$ cat config.mk
export PLATFORM = sky130hd
export DESIGN_NAME = dmem_arbiter
export DESIGN_NICKNAME = d
export VERILOG_FILES = /design/src/rtl/dmem_arbiter_pkg.sv /design/src/rtl/dmem_arbiter_rr_arbiter2.sv /design/src/rtl/dmem_arbiter.sv
export SDC_FILE = /design/constraint.sdc
export NUM_CORES = 1
export LEC_CHECK = 0
export CORE_MARGIN = 2
export CORE_UTILIZATION = 35
export CTS_BUF_LIST = sky130_fd_sc_hd__clkbuf_4 sky130_fd_sc_hd__clkbuf_8 sky130_fd_sc_hd__clkbuf_16
export DETAILED_ROUTE_END_ITERATION = 8
export PLACE_DENSITY = 0.61
export SLEW_MARGIN = 15
export SYNTH_ARGS = -nofsm -noshare
export SYNTH_HDL_FRONTEND = slang
export SYNTH_HIERARCHICAL = 1
export SYNTH_SLANG_ARGS = --single-unit
$ cat constraint.sdc
create_clock -name clk -period 5.04 [get_ports clk]
set_input_delay 1.26 -clock clk [delete_from_list [all_inputs] [get_ports clk]]
set_output_delay 1.26 -clock clk [all_outputs]
set_load 0.01 [all_outputs]
$ cat src/rtl/dmem_arbiter_pkg.sv
// Shared definitions for the data-memory arbiter: FSM states, beat count,
// port identifiers and big-endian byte-lane helpers.
package dmem_arbiter_pkg;

  typedef enum logic [1:0] {
    IDLE = 2'd0,
    BEAT = 2'd1,
    DONE = 2'd2
  } state_t;

  localparam int NBEATS = 4;
  localparam logic [1:0] LAST_BEAT = 2'(NBEATS - 1);

  localparam logic PORT_CPU = 1'b0;
  localparam logic PORT_DBG = 1'b1;

  // Beat 0 carries the most significant byte (big-endian word layout).
  function automatic logic [7:0] byte_lane(input logic [31:0] word, input logic [1:0] sel);
    logic [7:0] b;
    case (sel)
      2'd0:    b = word[31:24];
      2'd1:    b = word[23:16];
      2'd2:    b = word[15:8];
      default: b = word[7:0];
    endcase
    return b;
  endfunction

  // Replaces one byte lane of a word, using the same beat-to-lane mapping.
  function automatic logic [31:0] set_byte_lane(input logic [31:0] word, input logic [1:0] sel,
                                                input logic [7:0] b);
    logic [31:0] w;
    w = word;
    case (sel)
      2'd0:    w[31:24] = b;
      2'd1:    w[23:16] = b;
      2'd2:    w[15:8]  = b;
      default: w[7:0]   = b;
    endcase
    return w;
  endfunction

endpackage

$ cat src/rtl/dmem_arbiter_rr_arbiter2.sv
// Two-way arbiter: picks the cpu or dbg port. In round-robin mode a tie goes
// to the port that was not served last (the pointer); otherwise cpu wins ties.
module rr_arbiter2
  import dmem_arbiter_pkg::*;
(
  input  logic cpu_req,
  input  logic dbg_req,
  input  logic ptr,
  input  logic rr_mode,
  output logic winner
);

  // Winner selection; with no request the result is unused by the parent.
  always_comb begin
    winner = PORT_CPU;
    if (cpu_req && dbg_req) begin
      winner = rr_mode ? ~ptr : PORT_CPU;
    end else if (dbg_req) begin
      winner = PORT_DBG;
    end
  end

endmodule

$ cat src/rtl/dmem_arbiter.sv
// Shares a byte-wide data memory between the cpu and dbg word ports. Each
// granted word access is latched and then sequenced as four byte beats,
// followed by a one-cycle ack to the winning port.
module dmem_arbiter
  import dmem_arbiter_pkg::*;
#(
  parameter int ADDRW = 5,
  parameter int RR    = 1
) (
  input  logic             clk,
  input  logic             reset,

  input  logic             cpureq,
  input  logic             cpuwe,
  input  logic [ADDRW-1:0] cpuaddr,
  input  logic [31:0]      cpuwdata,
  output logic             cpuack,
  output logic [31:0]      cpurdata,

  input  logic             dbgreq,
  input  logic             dbgwe,
  input  logic [ADDRW-1:0] dbgaddr,
  input  logic [31:0]      dbgwdata,
  output logic             dbgack,
  output logic [31:0]      dbgrdata,

  output logic [ADDRW-1:0] memaddr,
  output logic             memwe,
  output logic [7:0]       memwdata,
  input  logic [7:0]       memrdata,

  output logic             busy
);

  localparam logic RR_MODE = (RR != 0);

  state_t           state;
  state_t           next_state;
  logic [1:0]       cnt;
  logic             winner;
  logic             grant;
  logic             rr_ptr;
  logic             lat_we;
  logic [ADDRW-1:0] lat_addr;
  logic [31:0]      lat_wdata;
  logic             any_req;
  logic             sel_we;
  logic [ADDRW-1:0] sel_addr;
  logic [31:0]      sel_wdata;

  assign any_req   = cpureq | dbgreq;
  assign sel_we    = (grant == PORT_DBG) ? dbgwe    : cpuwe;
  assign sel_addr  = (grant == PORT_DBG) ? dbgaddr  : cpuaddr;
  assign sel_wdata = (grant == PORT_DBG) ? dbgwdata : cpuwdata;

  rr_arbiter2 u_arb (
    .cpu_req (cpureq),
    .dbg_req (dbgreq),
    .ptr     (rr_ptr),
    .rr_mode (RR_MODE),
    .winner  (grant)
  );

  // State register.
  always_ff @(posedge clk or posedge reset) begin
    if (reset) begin
      state <= IDLE;
    end else begin
      state <= next_state;
    end
  end

  // Next-state logic: grant from IDLE, four beats, one DONE cycle.
  always_comb begin
    next_state = state;
    case (state)
      IDLE:    if (any_req) next_state = BEAT;
      BEAT:    if (cnt == LAST_BEAT) next_state = DONE;
      DONE:    next_state = IDLE;
      default: next_state = IDLE;
    endcase
  end

  // Transaction latch, registered memory interface and read-data capture.
  always_ff @(posedge clk or posedge reset) begin
    if (reset) begin
      cnt       <= '0;
      winner    <= PORT_CPU;
      rr_ptr    <= PORT_DBG;
      lat_we    <= 1'b0;
      lat_addr  <= '0;
      lat_wdata <= '0;
      memaddr   <= '0;
      memwe     <= 1'b0;
      memwdata  <= '0;
      cpurdata  <= '0;
      dbgrdata  <= '0;
    end else begin
      case (state)
        IDLE: begin
          if (any_req) begin
            winner    <= grant;
            cnt       <= '0;
            lat_we    <= sel_we;
            lat_addr  <= sel_addr;
            lat_wdata <= sel_wdata;
            memaddr   <= sel_addr;
            memwe     <= sel_we;
            memwdata  <= byte_lane(sel_wdata, 2'd0);
          end
        end
        BEAT: begin
          if (!lat_we) begin
            if (winner == PORT_CPU) begin
              cpurdata <= set_byte_lane(cpurdata, cnt, memrdata);
            end else begin
              dbgrdata <= set_byte_lane(dbgrdata, cnt, memrdata);
            end
          end
          if (cnt == LAST_BEAT) begin
            memwe <= 1'b0;
          end else begin
            cnt      <= cnt + 2'd1;
            memaddr  <= lat_addr + ADDRW'(cnt + 2'd1);
            memwdata <= byte_lane(lat_wdata, cnt + 2'd1);
          end
        end
        DONE: begin
          rr_ptr <= winner;
          memwe  <= 1'b0;
        end
        default: memwe <= 1'b0;
      endcase
    end
  end

  // Outputs decoded from state: ack pulse to the winner, busy when not idle.
  always_comb begin
    cpuack = 1'b0;
    dbgack = 1'b0;
    busy   = (state != IDLE);
    if (state == DONE) begin
      if (winner == PORT_CPU) cpuack = 1'b1;
      else                    dbgack = 1'b1;
    end
  end

endmodule

==> results.toml <==
[layout]
n_antenna_cell = 0
regArea_um2 = 3050
area_growth_pct = 46.3
final_layout_size_suffix_gt1_frac = 0.170
nets = 701
multi_input_area_um2 = 2220
fillers = 1339

[critical_path]
critPathKind = "reg -> out"
required_ps = 3780
cp_max_fo = 8
cp.arrival_ps = 1760
cp-start-kind = "flip-flop"
end_kind = "output port"

[drt]
num_vias = 3943
dr.pass1.iters = 4
drt-vias-per-instance = 4.90
wl_per_cell_um = 17.1
drtAntennaViolNets = 0
dr.first_iter.drc_count = 242
finalWirelength_um = 13700
drc = 0

[die]
io_pins = 169
die_w_um = 128
rows = 45
die_area_um2 = 16400
die_h_um = 128
fp.coreArea_um2 = 15100
start_util = 0.357

[logic_synthesis]
ys_ff_latch = 122
ys_seq_area_frac = 0.565
synth_nets = 531
synth_common_cells = "dfrtp_1, mux2_2, o21ai_0, nand2_1, mux2i_1"
yosysMostFrequentCell = "dfrtp_1"
synth_edf_count = 0
synth_top_area_frac = 0.560
synth_area_um2 = 5400
synth_cell_types = 40
yosys_warnings = 6
synth-main-ff-cell = "dfrtp_1"
synth_area_leader_cell = "dfrtp_1"
post_synth_inst_count = 434
syn_avg_cell_area_um2 = 12.5
synth-async-reset-ratio = 1.00
ys_top_cells_by_area = "dfrtp_1, mux2_2, mux2i_1, o21ai_0, nand2_1"

[outcome]
outcome = "finished, final reports clean"

[clock_network]
cts_made_buffers = 17
ctsHoldBuffers = 0
root_buffer = "clkbuf_16"
cts.sinks = 122
cts_setup_buffers = 0
cts_tree = "built"
clkSlewWorstSetupHoldPaths_ps = 50
htreeDepth = 4
clock_latency_ps = 410
cts_resized = 0
clockBufferDepth = 2

[placement]
port_buffers = 168
dp_hpwl_um = 9840
gp_congestion = 0.758

[timing]
hold_ws_ps = 471
setup-violations-final = 0
max_freq_mhz = 331
skew_ps = 5.84
fin_crit_sh = 0.600
finalSetupTns_ps = 0
slew_viol_final = 0
post-route-min-period_ps = 3020
worst_pin_slew_ps = 1040
slew_headroom = 0.306
rsz0062_at_grt = "no"
report.final.hold_viol_count = 0

[global_routing]
grt_start_max_net_pins = 77
grt_pass1_vias = 4136
grt_usage = 0.173
overflow = 0
antenna_found_initial = 0
grt_pass1_wl_um = 21700

[worst_hold_path]
hold_path.class = "reg -> reg"

[power]
ir_worst_vdd_mv = 0.263
p_leak_nw = 3.39
p_per_area_nw_per_um2 = 667

[flow_run]
cap_violations = 0
[cell type report]
class | count | share of cell area
flip-flops and latches | 122 | 0.386
multi-input cells | 282 | 0.281
inverters | 10 | 0.00506
clock inverters | 14 | 0.0288
clock buffers | 17 | 0.0538
well taps | 188 | 0.0298
repair buffers | 171 | 0.216
[power breakdown]
group          internal (mW)  switching [mW]  leakage, nW
Sequential              1.49           0.302         1.45
Combinational           1.20           0.947         1.63
Clock                  0.918           0.425        0.314
[final timing paths]
check / startpoint / endpoint / slack [ps] / cells past startpoint
setup / recovery: state[0]$_DFFE_PP0P_ / dbgack / 2020 / 3
hold / removal: lat_wdata[6]$_DFFE_PP0P_ / lat_wdata[6]$_DFFE_PP0P_ / 470 / 2
setup reg to reg: cnt[1]$_DFFE_PP0P_ / memaddr[0]$_DFFE_PP0P_ / 2990 / 4
hold reg to reg: lat_wdata[6]$_DFFE_PP0P_ / lat_wdata[6]$_DFFE_PP0P_ / 470 / 2
max in group asynchronous: reset / cpurdata[23]$_DFFE_PP0P_ / 2730 / 3
min in group asynchronous: reset / cpurdata[13]$_DFFE_PP0P_ / 1430 / 2
[stage by stage]
| stage | std cells | instance area [um2] | util | setup WS, ps | total power, mW |
|---|---|---|---|---|---|
| after CTS | 804 | 7910 | 0.522 | 2000 | 5.33 |
| after global routing | 804 | 7910 | 0.522 | 1870 | 5.61 |
| after global placement | 773 | 7250 | 0.479 | 1720 | 3.91 |
| final | 804 | 7910 | 0.522 | 2020 | 5.28 |
| after floorplan | 434 | 5400 | - | 539 | 2.92 |
| after detailed placement | 773 | 7250 | 0.479 | 1640 | 3.97 |
[critical path, stage by stage (launching register included)]
cell	delay (ps)
dfrtp_1	440
nand2b_1	200
nor2_1	160
clkdlybuf4s50_1	560
[cells in the final DEF (no fill, tap or decap), drive strengths merged, types with 3 or more instances in the layout]
cell,instances
clkdlybuf4s50,168
dfrtp,121
mux2,66
nand2,50
o21ai,47
mux2i,41
clkbuf,17
nor2,16
inv,10
a222oi,8
ha,8
o21a,6
bufinv,6
and2,5
o211a,5
clkinv,5
nor3,4
nand2b,3
a21oi,3
clkinvlp,3
buf,3
[cells by family (layout without fill, tap and decap cells)]
logic type / Yosys count / after routing / share of synthesized area
compound gates: 79 / 79 / 0.0949
xor+xnor: 3 / 3 / 0.00486
fa+ha+maj: 9 / 9 / 0.0222
buf+inv: 30 / 212 / 0.0264
flops: 122 / 122 / 0.565
mux: 107 / 107 / 0.213
other cells: 1 / 1 / 0.000694
simple gates: 83 / 83 / 0.0722
[registers in the layout, indices dropped and copies added, names as in the netlist, 2 cells and up]
name	flops
cnt	2
cpurdata	32
dbgrdata	32
lat_addr	5
lat_wdata	32
memaddr	5
memwdata	8
state	2
[routing by layer]
layer / share of wire / vias to the layer above / global-route usage / wire, um
met4: 0.011 / 0 / 0.0627 / 148
met2: 0.47 / 149 / 0.271 / 6450
li1: - / 1878 / - / -
met5: 0 / - / 0 / 0
met1: 0.45 / 1901 / 0.227 / 6150
met3: 0.071 / 15 / 0.0518 / 973
Power figures use the tool's default switching activity.
